<file path="src/rtl/qbus_pkg.sv">
// qbus_pkg: state encoding, bus width and byte-lane rule shared by the
// QBUS initiator files.
package qbus_pkg;

    localparam int AD_W = 16;
    localparam logic [AD_W-1:0] AD_IDLE_N = '1;
    localparam logic OP_WRITE = 1'b1;

    typedef enum logic [2:0] {
        S_IDLE = 3'd0,
        S_ADDR = 3'd1,
        S_SYNC = 3'd2,
        S_DATA = 3'd3,
        S_END  = 3'd4,
        S_DONE = 3'd5
    } qbus_state_t;

    // Byte data rides the high lane on odd addresses; the idle lane carries zero.
    function automatic logic [AD_W-1:0] lane_data(
        input logic            is_byte,
        input logic            odd,
        input logic [AD_W-1:0] wdata
    );
        if (!is_byte) begin
            return wdata;
        end
        return odd ? {wdata[7:0], 8'h00} : {8'h00, wdata[7:0]};
    endfunction

endpackage

</file>
<file path="src/rtl/qbus_sync2.sv">
// qbus_sync2: two-flop synchronizer for the asynchronous reply line,
// resetting to the released (high) level.
module qbus_sync2 (
    input  logic clk,
    input  logic rst_n,
    input  logic d,
    output logic q
);

    logic meta;

    always_ff @(posedge clk or negedge rst_n) begin
        if (!rst_n) begin
            meta <= 1'b1;
            q    <= 1'b1;
        end else begin
            meta <= d;
            q    <= meta;
        end
    end

endmodule

</file>
<file path="src/rtl/qbus_master.sv">
// qbus_master: single-transfer QBUS initiator (address, data, reply handshake).
// Define QBUS_MASTER_TIMEOUT_EN to abort transfers whose reply never comes.
module qbus_master
    import qbus_pkg::*;
#(
    parameter int TIMEOUT = 255
) (
    input  logic            pin_clk_p,
    input  logic            pin_dclo_n,
    input  logic            req_valid,
    output logic            req_ready,
    input  logic            req_wr,
    input  logic            req_byte,
    input  logic [AD_W-1:0] req_addr,
    input  logic [AD_W-1:0] req_wdata,
    output logic            done,
    output logic [AD_W-1:0] rdata,
    output logic            err,
    output logic [AD_W-1:0] ad_out_n,
    output logic            ad_oe,
    input  logic [AD_W-1:0] ad_in_n,
    output logic            sync_n,
    output logic            din_n,
    output logic            dout_n,
    output logic            wtbt_n,
    input  logic            rply_n
);

    qbus_state_t     state;
    qbus_state_t     state_nxt;
    logic [AD_W-1:0] addr_q;
    logic [AD_W-1:0] wdata_q;
    logic            wr_q;
    logic            byte_q;
    logic            is_write;
    logic            rply_s;
    logic            armed;
    logic            accept;
    logic            data_ack;
    logic            tmo_data;
    logic            tmo_end;

    qbus_sync2 u_sync (
        .clk   (pin_clk_p),
        .rst_n (pin_dclo_n),
        .d     (rply_n),
        .q     (rply_s)
    );

    assign accept   = (state == S_IDLE) && req_valid;
    assign is_write = (wr_q == OP_WRITE);
    assign data_ack = !rply_s && armed;

    always_ff @(posedge pin_clk_p or negedge pin_dclo_n) begin
        if (!pin_dclo_n) begin
            state <= S_IDLE;
        end else begin
            state <= state_nxt;
        end
    end

    always_ff @(posedge pin_clk_p or negedge pin_dclo_n) begin
        if (!pin_dclo_n) begin
            addr_q  <= '0;
            wdata_q <= '0;
            wr_q    <= 1'b0;
            byte_q  <= 1'b0;
        end else if (accept) begin
            addr_q  <= req_addr;
            wdata_q <= req_wdata;
            wr_q    <= req_wr;
            byte_q  <= req_byte & req_wr;
        end
    end

    // A reply left asserted from before the address phase must be released
    // and re-asserted before it can complete the data phase.
    always_ff @(posedge pin_clk_p or negedge pin_dclo_n) begin
        if (!pin_dclo_n) begin
            armed <= 1'b0;
        end else if (state == S_ADDR) begin
            armed <= 1'b0;
        end else if (rply_s) begin
            armed <= 1'b1;
        end
    end

    always_ff @(posedge pin_clk_p or negedge pin_dclo_n) begin
        if (!pin_dclo_n) begin
            rdata <= '0;
        end else if (state == S_DATA && !is_write && data_ack) begin
            rdata <= ~ad_in_n;
        end
    end

`ifdef QBUS_MASTER_TIMEOUT_EN
    localparam logic [7:0] LAST = 8'(TIMEOUT - 1);

    logic [7:0] cnt;
    logic       at_last;

    assign at_last  = (cnt == LAST);
    assign tmo_data = (state == S_DATA) && at_last && !data_ack;
    assign tmo_end  = (state == S_END) && at_last && !rply_s;

    always_ff @(posedge pin_clk_p or negedge pin_dclo_n) begin
        if (!pin_dclo_n) begin
            cnt <= '0;
        end else if (state_nxt != state) begin
            cnt <= '0;
        end else if (state == S_DATA || state == S_END) begin
            cnt <= cnt + 8'd1;
        end
    end

    always_ff @(posedge pin_clk_p or negedge pin_dclo_n) begin
        if (!pin_dclo_n) begin
            err <= 1'b0;
        end else if (accept) begin
            err <= 1'b0;
        end else if (tmo_data || tmo_end) begin
            err <= 1'b1;
        end
    end
`else
    logic unused_timeout;

    assign unused_timeout = ^TIMEOUT;
    assign tmo_data       = 1'b0;
    assign tmo_end        = 1'b0;
    assign err            = 1'b0;
`endif

    always_comb begin
        state_nxt = state;
        unique case (state)
            S_IDLE: if (req_valid) state_nxt = S_ADDR;
            S_ADDR: state_nxt = S_SYNC;
            S_SYNC: state_nxt = S_DATA;
            S_DATA: if (data_ack || tmo_data) state_nxt = S_END;
            S_END:  if (rply_s || tmo_end) state_nxt = S_DONE;
            S_DONE: state_nxt = S_IDLE;
            default: state_nxt = S_IDLE;
        endcase
    end

    always_comb begin
        req_ready = 1'b0;
        done      = 1'b0;
        sync_n    = 1'b1;
        din_n     = 1'b1;
        dout_n    = 1'b1;
        wtbt_n    = 1'b1;
        ad_oe     = 1'b0;
        ad_out_n  = AD_IDLE_N;
        unique case (state)
            S_IDLE: req_ready = 1'b1;
            S_ADDR, S_SYNC: begin
                ad_oe    = 1'b1;
                ad_out_n = ~addr_q;
                wtbt_n   = ~is_write;
                sync_n   = (state != S_SYNC);
            end
            S_DATA, S_END: begin
                sync_n = 1'b0;
                if (is_write) begin
                    ad_oe    = 1'b1;
                    ad_out_n = ~lane_data(byte_q, addr_q[0], wdata_q);
                    wtbt_n   = ~byte_q;
                    dout_n   = (state != S_DATA);
                end else begin
                    din_n = (state != S_DATA);
                end
            end
            S_DONE: done = 1'b1;
            default: ;
        endcase
    end

endmodule

</file>
<file path="config.mk">
export PLATFORM = sky130hd
export DESIGN_NAME = qbus_master
export DESIGN_NICKNAME = d
export VERILOG_FILES = /design/src/rtl/qbus_pkg.sv /design/src/rtl/qbus_sync2.sv /design/src/rtl/qbus_master.sv
export SDC_FILE = /design/constraint.sdc
export NUM_CORES = 1
export LEC_CHECK = 0
export ABC_CLOCK_PERIOD_IN_PS = 3200
export BUFFER_PORTS_ARGS = -buffer_cell sky130_fd_sc_hd__buf_4
export CORE_MARGIN = 2
export CORE_UTILIZATION = 24
export CTS_BUF_LIST = sky130_fd_sc_hd__clkbuf_2 sky130_fd_sc_hd__clkbuf_4 sky130_fd_sc_hd__clkbuf_8
export DETAILED_ROUTE_END_ITERATION = 10
export PLACE_DENSITY = 0.54
export SETUP_SLACK_MARGIN = 0.05
export SKIP_LAST_GASP = 1
export SLEW_MARGIN = 15
export SYNTH_ARGS = -nofsm -noshare
export SYNTH_HDL_FRONTEND = slang
export SYNTH_SLANG_ARGS = --single-unit
</file>
<file path="constraint.sdc">
create_clock -name pin_clk_p -period 3.2 [get_ports pin_clk_p]
set_clock_uncertainty 0.2 [all_clocks]
set_input_delay 0.96 -clock pin_clk_p [delete_from_list [all_inputs] [get_ports pin_clk_p]]
set_output_delay 0.96 -clock pin_clk_p [all_outputs]
set_load 0.02 [all_outputs]
</file>
### Word level (Yosys, flattened, before mapping)

Index checks and enable logic that the tools add are counted.

* add/sub/neg operators: 0
* multiply operators: 0
* divide/modulo/power cells: 0
* $lt $le $gt $ge: 0
* equal/unequal tests: 10
* shifts and indexed selects: 0
* mux-type cells: 27
* bitwise gates (word level): 6
* reduce and logical (&&, ||, !) cells: 11

Operators with widths (number)
* 2-to-1 mux 16 bit: 6
* NOT 16 bit: 3
* case mux 16 bit (2 select lines): 1
* case mux 3 bit (5 select lines): 1
* 2-to-1 mux 1 bit: 13
* 2-to-1 mux 3 bit: 3
* equality test 3 x 2 -> 1 bit (second input constant): 2
* equality test 3 bit (second input constant): 2
* inequality test 3 x 2 -> 1 bit (second input constant): 2
* case mux 1 bit (2 select lines): 3
* logical AND 1 bit: 4
* inequality test 2 bit (second input constant): 2
* OR reduction 2 bit: 2
* equality test 3 x 1 -> 1 bit (second input constant): 1
* logical NOT 3 bit: 1
* AND reduction 3 bit: 1
* logical NOT 1 bit: 2
* inequality test 2 x 1 -> 1 bit (second input constant): 1
* NOT 1 bit: 2
* nonzero test 2 bit: 1
* AND 1 bit: 1

* register bits: 56
* latch bits: 0
* bits in writable memories: 0
* memory bits (read-only): 0
* logic and storage cells: 63
* memories kept: 0

### Longest topological paths before layout

* depth in word-level cells: 9
* mapped depth: 7
* mapped depth without buffers: 4

### Modules after synthesis

Synthesis repeated with hierarchy kept, for this count alone.

* cells, all modules: 244
* area total of the unflattened synthesis: 2770.2 um^2

By module, submodules not included
* qbus_master: times used 1, cells an instance 242, area each 2717.6 um^2, seq. area each 1351.3 um^2
* qbus_sync2: times used 1, cells an instance 2, area each 52.6 um^2, seq. area each 52.6 um^2

### Worst setup path after synthesis

Ideal clock, no wire load.

* kind: register -> output
* start point: register byte_q
* end point: output port ad_out_n[11]
* arrival time: 1427 ps
* setup slack: 613 ps
* stages on the path, launching flop included: 6
* path buffers: 1
* path through: dfrtp_1 > clkbuf_1 > and3_1 > o21ai_0 > o21ai_0 > a21oi_1

* word-level cells in the longest chain between the ends: 9

RTL lines
* from (decl): RTL line qbus_master.sv:34 `logic byte_q;`
* from (signal assigned): RTL line qbus_master.sv:72 `byte_q <= req_byte & req_wr;`
* 2-to-1 mux 1 bit: RTL line qbus_pkg.sv:24 `if (!is_byte) begin`
* 2-to-1 mux 1 bit: RTL line qbus_master.sv:166 `if (is_write) begin`
* 2-to-1 mux 1 bit: RTL line qbus_master.sv:156 `unique case (state)`
* 2-to-1 mux 16 bit: RTL line qbus_pkg.sv:27 `return odd ? {wdata[7:0], 8'h00} : {8'h00, wdata[7:0]};`
* 2-to-1 mux 16 bit: RTL line qbus_master.sv:166
* 2-to-1 mux 16 bit: RTL line qbus_master.sv:156
* NOT 16 bit: RTL line qbus_master.sv:168 `ad_out_n = ~lane_data(byte_q, addr_q[0], wdata_q);`
* 2-to-1 mux 16 bit: RTL line qbus_master.sv:166
* case mux 16 bit (2 select lines): RTL line qbus_master.sv:156
* to (decl): RTL line qbus_master.sv:19 `output logic [AD_W-1:0] ad_out_n,`

Every way passes these cells. The select of a mux whose other input is x is not followed.

### Worst setup path after layout

* start point: register state[1]
* end point: output port ad_out_n[13]

* word-level cells in the longest chain between the ends: 3
* elaborated cells between the ends (all ways): 7
* those cells by class: eq/ne (4); mux (1); reduce/logical (2)

RTL lines
* from (decl): RTL line qbus_master.sv:29 `qbus_state_t state;`
* from (signal assigned): RTL line qbus_master.sv:58 `state <= state_nxt;`
* equality test 3 x 2 -> 1 bit, or another cell as far along: RTL line qbus_master.sv:156
* OR reduction 2 bit: RTL line qbus_master.sv:156
* case mux 16 bit (2 select lines) (*): RTL line qbus_master.sv:156

Every way passes the cells marked *; elsewhere a longest branch is shown, timed or not.

==> results.toml <==
[outcome]
run_status = "complete, no violations"

[synth]
synthMuxAreaShare = 0.1324
synth_area_sq_um = 2721
ys_ff_latch = 56
yosysSeqAreaShare = 0.5159
synth_top_family_by_area = "compound AO/OA/AOI/OAI gates"
synth_nets = 301
syn_inst = 247
syn_area_per_cell_sq_um = 11.02
yosys.area_share.xor_xnor = 0
synth_simple_gate_area_share = 0.1393
ys_types = 34
yosys_warnings = 0
synth_edf_count = 0
synthArstFlopShare = 1.000
synth_compound_area_frac = 0.1577
synth_adder_area_share = 0
synth-main-ff-cell = "dfrtp_1"

[critical_path]
cp-startpoint = "state[1]"
slowest_delay_ns = 0.48
crit_family = "flip-flops"
crit_buf_inv = 2
path_cells = "nor2b_2, buf_4, o21ai_0, o21ai_0, a21oi_1, buf_4"
crit_required_ns = 2.04
r2r_end = "addr_q[10]"
critical_path.endpoint = "ad_out_n[13]"
worst-path-stages = 6
critical_path_class = "flip-flop to primary output"
worst_r2r_path_depth = 5
reg2reg_slack_ns = 0.97
critPathSlowestCell = "dfrtp_1"
rr_startpoint = "state[1]"
crit_path_start_kind = "flip-flop"
cp_max_fo = 9
cp-end-kind = "primary output"
cp.arrival_ns = 1.78

[sta]
holdWs_ns = 0.1622
relSlewSlack = 0.5080
period_needed_ns = 2.941
setup_viol = 0
tightestPinTransition_ns = 0.7380
hold_violations = 0
fmax_mhz = 340.0
rsz0062_at_grt = "no"
slew_violations = 0
fin_setup_tns_ns = 0
fin_crit_sh = 0.9191

[finish]
num_antenna_cells = 0
layout_commonest_cell = "buf_4"
regArea_sq_um = 1408
fin_nets = 391
final_area_sq_um = 3641
fillers = 1159
post_route_cells_drive_above_1_share = 0.5237
area_growth_pct = 33.79
mostFrequentLayoutCells = "buf_4, dfrtp_1, mux2_2"
multi_input_area_sq_um = 1176

[placement]
portBuffers = 92
gp_congestion = 0.7446
dp_hpwl_um = 5398
dpl_cell_area_sq_um = 3513

[pwr]
total_power_mw = 3.837
p_int_mw = 2.192
peakVddDrop_mv = 0.3194
powerDensity_nw_per_um2 = 1054
switchingPower_mw = 1.645
p_clk_frac = 0.108
p_comb_frac = 0.535
p_sw_frac = 0.4287
total_leakage_power_nw = 1.622
seqPwrFrac = 0.357

[worst_hold_path]
hold_path_class = "flip-flop to flip-flop"

[routing]
ant_nets = 0
via_per_inst = 4.500
drt-wirelength-per-cell_um = 15.24
route.detailed.drc = 0
routed_wl_um = 7283
drtIter0Drc = 202
dr.pass1.iters = 4
vias = 2151

[clocking]
cts_hold_buf = 0
clk_latency_ns = 0.31
clk_pin_slew_ns = 0.10
clock-sinks = 56
h-tree-depth = 2
clock-root-buffer = "clkbuf_8"
clock_path_buffers = 2
cts_buffers = 5
cts_tree = "yes"

[die]
die_y_um = 110.5
die_width_um = 110.5
start_util = 0.2489
rows = 38
die_area_sq_um = 12210
core_sq_um = 10940
ioPinCount = 94

[global_route]
grt_use_total = 0.1183
grt_start_max_net_pins = 57
gr-total-overflow = 0
grt_pass1_wl_um = 11640
first_global_vias = 2169
antenna_found_initial = 0

[flow_run]
maxCapViolCount = 0
power by group through the flow:
stage | clock network [mW] | logic [mW] | registers [mW]
2_1_floorplan | 0 | 1.26 | 1.36
3_3_place_gp | 0 | 2.00 | 1.38
3_5_place_dp | 0 | 2.03 | 1.39
4_1_cts | 0.436 | 2.04 | 1.38
5_1_grt | 0.464 | 2.23 | 1.43
6_report | 0.414 | 2.05 | 1.37
sequential cells by signal, indices dropped and copies added, names as in the netlist:
register,flops
addr_q,16
armed,1
byte_q,1
is_write,1
rdata,16
state,3
u_sync.meta,1
u_sync.q,1
wdata_q,16
cells by family (layout without fill, tap and decap cells):
logic type / Yosys count / after routing
compound gates: 67 / 67
other cells: 1 / 1
buf+inv: 23 / 114
flops: 56 / 56
mux: 32 / 32
simple gates: 68 / 68
cell usage after synthesis, types with 2 or more instances:
library cell | instances | area (sq um)
a21oi_1 | 13 | 65.06
mux2_1 | 5 | 56.30
a22oi_1 | 8 | 60.06
nor2_1 | 5 | 18.77
o21ai_1 | 2 | 10.01
and2_1 | 2 | 12.51
dfrtp_1 | 54 | 1351
nor2b_1 | 9 | 56.30
clkbuf_1 | 8 | 30.03
nor3_1 | 4 | 20.02
nand2_1 | 12 | 45.04
dfstp_2 | 2 | 52.55
mux2_2 | 27 | 304.0
buf_6 | 6 | 67.56
inv_1 | 2 | 7.510
buf_4 | 3 | 22.52
and3_1 | 8 | 50.05
buf_2 | 2 | 10.01
nor4_1 | 7 | 43.79
nand2_2 | 14 | 87.58
o21ai_0 | 24 | 120.1
nand2b_1 | 3 | 18.77
o21ai_2 | 16 | 140.1
worst min-delay path by stage:
| stage | depth (start not counted) | from | endpoint |
|---|---|---|---|
| finish | 0 | u_sync.meta | u_sync.q |
| global route | 0 | u_sync.meta | u_sync.q |
| CTS | 0 | u_sync.meta | u_sync.q |
| detailed placement | 0 | u_sync.meta | u_sync.q |
| global placement | 0 | u_sync.meta | u_sync.q |
| floorplan | 0 | u_sync.meta | u_sync.q |
metrics by stage:
step	cells	worst slack, ns	utilization
floorplan	247	0.6134	-
finish	478	0.2587	0.3330
global route	478	0.04977	0.3330
CTS	475	0.1260	0.3303
detailed placement	467	0.3983	0.3213
global placement	467	0.4489	0.3213
routing by layer:
| metal | part of all wire | GRT usage |
|---|---|---|
| met4 | 0.013 | 0.03333 |
| met2 | 0.52 | 0.2033 |
| met3 | 0.046 | 0.02470 |
| met1 | 0.42 | 0.1501 |
| met5 | 0 | 0 |
area by class of cell:
class,instances,area share
sequential,56,0.3866
multi-input combinational,168,0.3230
timing repair buffer,103,0.2124
tap,140,0.04811
clock buffer,7,0.02474
inverter,3,0.003093
clock inverter,1,0.002062
what timing repair did:
item	4_1_cts	5_1_grt
resized for setup	1	5
buffers inserted	0	3
endpoints found under the setup margin	8	14
(Power assumes the default switching activity.)
